File: src/rtl/output_neuron_mac.sv
// Output-layer neuron: serial multiply-accumulate of hidden activations against
// signed weights plus bias, followed by ReLU and saturation to UQ3.7.
module output_neuron_mac #(
    parameter int NUM_HIDDEN = 4,
    parameter int ACC_W      = 22
) (
    input  logic       clk_i,
    input  logic       rst_i,
    input  logic       start_i,
    input  logic [7:0] bias_i,
    input  logic       h_valid_i,
    output logic       h_ready_o,
    input  logic [9:0] h_i,
    input  logic [7:0] w_i,
    output logic       out_valid_o,
    input  logic       out_ready_i,
    output logic [9:0] out_o,
    output logic       fire_o,
    output logic       busy_o
);

    localparam int CNT_W = (NUM_HIDDEN > 1) ? $clog2(NUM_HIDDEN) : 1;

    // Handshakes: a transfer happens on a rising edge where valid and ready are
    // both high; the producer holds its data stable while valid waits for ready.
    typedef enum logic [1:0] {
        S_IDLE   = 2'd0,
        S_ACC    = 2'd1,
        S_RESULT = 2'd2,
        S_DONE   = 2'd3
    } state_t;

    state_t                   state_q;
    logic signed [ACC_W-1:0]  acc_q;
    logic signed [ACC_W-1:0]  acc_d;
    logic [CNT_W-1:0]         cnt_q;
    logic                     h_ready_q;
    logic                     out_valid_q;
    logic                     busy_q;
    logic                     fire_q;
    logic [9:0]               out_q;

    logic signed [17:0]       h_ext;
    logic signed [17:0]       w_ext;
    logic signed [17:0]       prod;
    logic signed [ACC_W-1:0]  prod_ext;
    logic signed [ACC_W-1:0]  bias_ext;
    logic signed [ACC_W-1:0]  r;
    logic [9:0]               res_d;
    logic                     beat;
    logic                     last_beat;

    // UQ3.7 x Q1.7 always fits 18 signed bits, so the truncating multiply is exact.
    assign h_ext    = $signed({8'b0, h_i});
    assign w_ext    = $signed({{10{w_i[7]}}, w_i});
    assign prod     = h_ext * w_ext;
    assign prod_ext = {{(ACC_W-18){prod[17]}}, prod};
    assign bias_ext = {{(ACC_W-15){bias_i[7]}}, bias_i, 7'b0};
    assign acc_d    = acc_q + prod_ext;

    assign beat      = h_valid_i & h_ready_q;
    assign last_beat = (cnt_q == CNT_W'(NUM_HIDDEN - 1));

    assign r = acc_q >>> 7;

    always_comb begin
        res_d = r[9:0];
        if (r[ACC_W-1]) begin
            res_d = 10'd0;
        end else if (|r[ACC_W-2:10]) begin
            res_d = 10'h3FF;
        end
    end

    always_ff @(posedge clk_i or negedge rst_i) begin
        if (!rst_i) begin
            state_q     <= S_IDLE;
            acc_q       <= '0;
            cnt_q       <= '0;
            h_ready_q   <= 1'b0;
            out_valid_q <= 1'b0;
            busy_q      <= 1'b0;
            fire_q      <= 1'b0;
            out_q       <= '0;
        end else begin
            case (state_q)
                S_IDLE: begin
                    if (start_i) begin
                        state_q   <= S_ACC;
                        acc_q     <= bias_ext;
                        cnt_q     <= '0;
                        h_ready_q <= 1'b1;
                        busy_q    <= 1'b1;
                    end
                end
                S_ACC: begin
                    if (beat) begin
                        acc_q <= acc_d;
                        cnt_q <= cnt_q + 1'b1;
                        if (last_beat) begin
                            state_q   <= S_RESULT;
                            h_ready_q <= 1'b0;
                        end
                    end
                end
                S_RESULT: begin
                    out_q       <= res_d;
                    fire_q      <= (res_d != 10'd0);
                    out_valid_q <= 1'b1;
                    state_q     <= S_DONE;
                end
                S_DONE: begin
                    if (out_ready_i) begin
                        out_valid_q <= 1'b0;
                        busy_q      <= 1'b0;
                        state_q     <= S_IDLE;
                    end
                end
                default: begin
                    state_q <= S_IDLE;
                end
            endcase
        end
    end

    assign h_ready_o   = h_ready_q;
    assign out_valid_o = out_valid_q;
    assign out_o       = out_q;
    assign fire_o      = fire_q;
    assign busy_o      = busy_q;

endmodule

File: config.mk
export PLATFORM = sky130hd
export DESIGN_NAME = output_neuron_mac
export DESIGN_NICKNAME = d
export VERILOG_FILES = /design/src/rtl/output_neuron_mac.sv
export SDC_FILE = /design/constraint.sdc
export NUM_CORES = 1
export LEC_CHECK = 0
export BUFFER_PORTS_ARGS = -buffer_cell sky130_fd_sc_hd__clkbuf_2
export CORE_ASPECT_RATIO = 1.25
export CORE_MARGIN = 5
export CORE_UTILIZATION = 25
export CTS_CLUSTER_DIAMETER = 100
export DETAILED_ROUTE_END_ITERATION = 8
export SLEW_MARGIN = 15
export SYNTH_ARGS = -nofsm -noshare
export SYNTH_HDL_FRONTEND = slang
export SYNTH_SLANG_ARGS = --single-unit
File: constraint.sdc
create_clock -name clk_i -period 7.2 [get_ports clk_i]
set_input_delay 0.36 -clock clk_i [delete_from_list [all_inputs] [get_ports clk_i]]
set_output_delay 0.36 -clock clk_i [all_outputs]
set_load 0.01 [all_outputs]
* Yosys cells after proc, flatten, opt, wreduce, memory -nomap -nowiden
Index checks and enable logic that the tools add are counted.
** Storage, ports and cells
- Flip-flop bits (word level) :: 40
- Input port bits :: 31
- Output and inout bits :: 14
** Operators by class
- $add $sub $neg :: 2
- Multipliers :: 1
- Equal/unequal tests :: 8
- Mux-type cells :: 20
- Bitwise operators :: 1
- Reductions and logical operators :: 11
** Operator list (count)
- two-way mux 22 bit :: 2
- case mux 22 bit (2 select lines) :: 1
- adder 22 x 18 -> 22 bit :: 1
- two-way mux 10 bit :: 2
- multiplier 11 x 8 -> 18 bit :: 1
- two-way mux 2 bit :: 6
- nonzero test 10 bit :: 1
- != test 2 bit, second input constant :: 4
- case mux 2 bit (4 select lines) :: 1
- AND reduction 4 bit :: 2
- == test 2 bit, second input constant :: 3
- case mux 1 bit (2 select lines) :: 3
- AND reduction 3 bit :: 2
- nonzero test 2 bit :: 3
- OR reduction 5 bit :: 1
- two-way mux 1 bit :: 4
- case mux 2 bit (2 select lines) :: 1
- adder 2 x 1 -> 2 bit, second input constant :: 1
- == test 2 x 1 -> 1 bit, second input constant :: 1
- zero test 2 bit :: 1
- AND reduction 2 bit :: 1
- bitwise AND 1 bit :: 1

* Depth between registers and ports, before layout
- Depth in word-level cells :: 4
- Gate-level depth with buffers :: 28

* Least setup slack after synthesis
Ideal clock, no wire load.
- Kind :: input to register
- Start point :: in w_i[7]
- End point :: reg acc_q[21]
- Setup time :: 137 ps
- Arrival :: 5712 ps
- Data required time :: 7063 ps
- Slack :: 1352 ps
- Stages on the path :: 27
- Path buffers :: 0
- Path through :: clkinv_1 -> nor2_1 -> fa_1 -> inv_1 -> fa_1 -> inv_1 -> fa_1 -> inv_1 -> fa_1 -> inv_1 -> ha_1 -> and2_1 -> a221oi_2 -> o21ai_1 -> a21oi_1 -> nor2b_1 -> o41ai_2 -> xnor2_1 -> ha_1 -> a21o_1 -> a31oi_1 -> o21ai_0 -> o2bb2ai_1 -> a31oi_1 -> xnor2_1 -> xnor2_1 -> a21oi_1
** On the way
- Longest elaborated chain between the ends :: 4
** Ends and longest elaborated chain
- start: declaration :: RTL line 14 : input logic [7:0] w_i,
- multiplier 11 x 8 -> 18 bit :: RTL line 56 : assign prod = h_ext * w_ext;
- adder 22 x 18 -> 22 bit :: RTL line 59 : assign acc_d = acc_q + prod_ext;
- two-way mux 22 bit :: RTL line 97 : if (beat) begin
- case mux 22 bit (2 select lines) :: RTL line 86 : case (state_q)
- end signal: assignment :: RTL line 90 : acc_q <= bias_ext;
- end: declaration :: RTL line 34 : logic signed [ACC_W-1:0] acc_q;
Every way passes these cells. The select of a mux whose other input is x is not followed.
A chain may end at the register's enable or synchronous reset.

* Final worst setup path
Ends and elaborated chain as after synthesis.

==> out/qor.txt <==
largest net degree at the start of global routing: 41
number of flops mapped to enable cells by yosys: 0
final layout net count: 828
Post-Syn Nets: 789
#FFs+latches synth: 40
layout cells sized above 1: 12.41%
post-synth top area cell: dfrtp_1
CP top delay family: adder cells
multi-input logic area: 4197 sq um
Cell Area, Synth: 5600 sq um
CTS H-tree lvls: 2
count leader, synth: inv_1
Initial Utilization: 25.30%
Setup crit start kind: primary input
Pwr Total: 0.003145 W
Setup Skew: 0.004915 ns
hpwl dp: 10570 um
initial antenna violation count: 0
slowest stage delay, CP: 0.56 ns
Synth Area in Compound Gates: 16.62%
Adder-Cell Fraction of Synth Area: 33.74%
Worst EP arrival: 6.30 ns
Hold Fails Final Rpt: 0
DRC: 0
mux contribution to synthesized area: 2.391%
sequential cell area: 1001 sq um
total wire length: 13240 um
WL per Instance: 13.79 um
Sum Neg Setup Slack: 0 ns
TritonCTS Buffers: 5
Critical Path End Type: flip-flop
pwr/cell area: 498.9 nW/um^2
GPL Wtd Cong: 0.8544
RSZ-0062 raised after global routing: false
Site Rows: 61
vias in the first global route: 4575
syn_area_per_cell: 8.792 sq um
f_max: 162.6 MHz
clock slew at reported path FFs: 0.06 ns
Post-CTS Setup Bufs: 0
synth top area cells: dfrtp_1 (18%), fa_1 (18%), ha_1 (16%)
Setup-failing EPs final: 0
P&R area growth vs syn: 12.56%
dpl ws: 0.7513 ns
Critical Path RT: 7.35 ns
hold_ws: 0.2011 ns
Synth Flop Type: dfrtp_1
kind of critical path: in2reg
Post-DP Area: 6132 sq um
Clock Path Buffers: 2
num ports: 45
max-slew violation count: 0
Slew HR: 36.40%
Async SR Flop Fraction: 100.0%
Peak VDD IR: 0.0002474 V
Fill cells: 2401
antenna fix cells: 0
max_cap viols: 0
Synth Area in XOR/XNOR: 4.669%
first-pass GRT wire length: 22720 um
Leak: 3.110 nW
Final WS setup: 1.050 ns
grt ovf: 0
total track usage: 10.87%
Yosys cell types: 65
synth cell count leaders: inv_1 (93), ha_1 (71), and2_1 (53)
main combinational cell family by area after synthesis: adder cells
fin crit period: 6.150 ns
core footprint: 22130 sq um
clk_lat worst skew: 0.29 ns
outcome: complete, no violations
simple-gate share of the synthesized area: 17.52%
post-route cell area: 6304 sq um
CTS tree: yes
CP max-delay cell: fa_1
Die X: 143.9 um
Worst Path Buf+Inv: 6
critical path fanouts, max: 8
Via Count: 4399
Gate Count Post-Synth: 637
min-delay worst type: in2async
Die Outline Area: 25510 sq um
Die Y-Extent: 177.3 um
First-pass DRT Iterations: 4
Final ANT Viol Nets: 0
sequential-to-total area share from yosys stat: 17.87%
Clock Sink Count: 40
Via-to-Cell Ratio: 4.582
Final period util: 85.42%
share of Yosys cell area claimed by the top area cell type: 17.87%
count of input and output buffers: 44
# resized after CTS: 0
CTS Root Buffer Type: clkbuf_16
initial DRC count: 195
CTS Hold Bufs: 0
synth warn: 0
worst-margin pin slew: 0.9540 ns
power breakdown:
group	leakage, nW	switching [W]	internal [W]
registers	0.477	0.0000969	0.000333
clock network	0.0804	0.0000991	0.000165
logic	2.55	0.00142	0.00104
total	3.11	0.00161	0.00153
state kept, by name, indices dropped and copies added, names as in the netlist:
signal       flops
acc_q           22
busy_o           1
cnt_q            2
fire_o           1
h_ready_o        1
out_o           10
out_valid_o      1
state_q          2
per-layer routing:
metal	up-vias	part of all wire (%)	track usage, %
li1	2194	-	-
met1	2135	49	15.38
met2	60	46	17.72
met3	10	3.1	1.456
met4	0	1.1	2.198
met5	-	0	0
final timing paths:
kind / from / end / slack, ns / cells past startpoint
max in group asynchronous: rst_i / acc_q[3] / 6.38 / 1
max reg2reg: acc_q[0] / acc_q[10] / 4.57 / 11
max: w_i[7] / acc_q[21] / 1.05 / 28
min reg2reg: acc_q[3] / acc_q[3] / 0.49 / 2
min: rst_i / acc_q[18] / 0.20 / 1
min in group clk_i: out_ready_i / out_valid_o / 0.32 / 2
layout by cell type (no fill, tap or decap), types with 18 or more instances in the layout:
cell      count
and2_1       53
a21o_1       18
dfrtp_1      40
inv_1        93
ha_1         71
clkbuf_2     43
o21ai_0      30
nor2_1       50
nand2_1      46
fa_1         50
a21oi_1      36
per-stage QoR:
stage	util, %	std cells
after detailed placement	27.70	952
final	28.48	960
after CTS	28.48	960
after floorplan	-	637
after global routing	28.48	960
after global placement	27.70	952
logic make-up after synthesis:
group | after synthesis
and+or+nand+nor | 194
AOI/OAI and AO/OA | 134
adders and majority gates | 121
buffers and inverters | 107
DFF | 40
xor gates and xnor gates | 29
muxes | 12
area by class of cell:
class	instances	share of cell area, %
inverter	94	5.597
clock inverter	3	0.7344
multi-input combinational	490	66.57
sequential	40	15.88
clock buffer	5	1.985
timing repair buffer	45	3.613
tap	283	5.617
(Power assumes the default switching activity.)
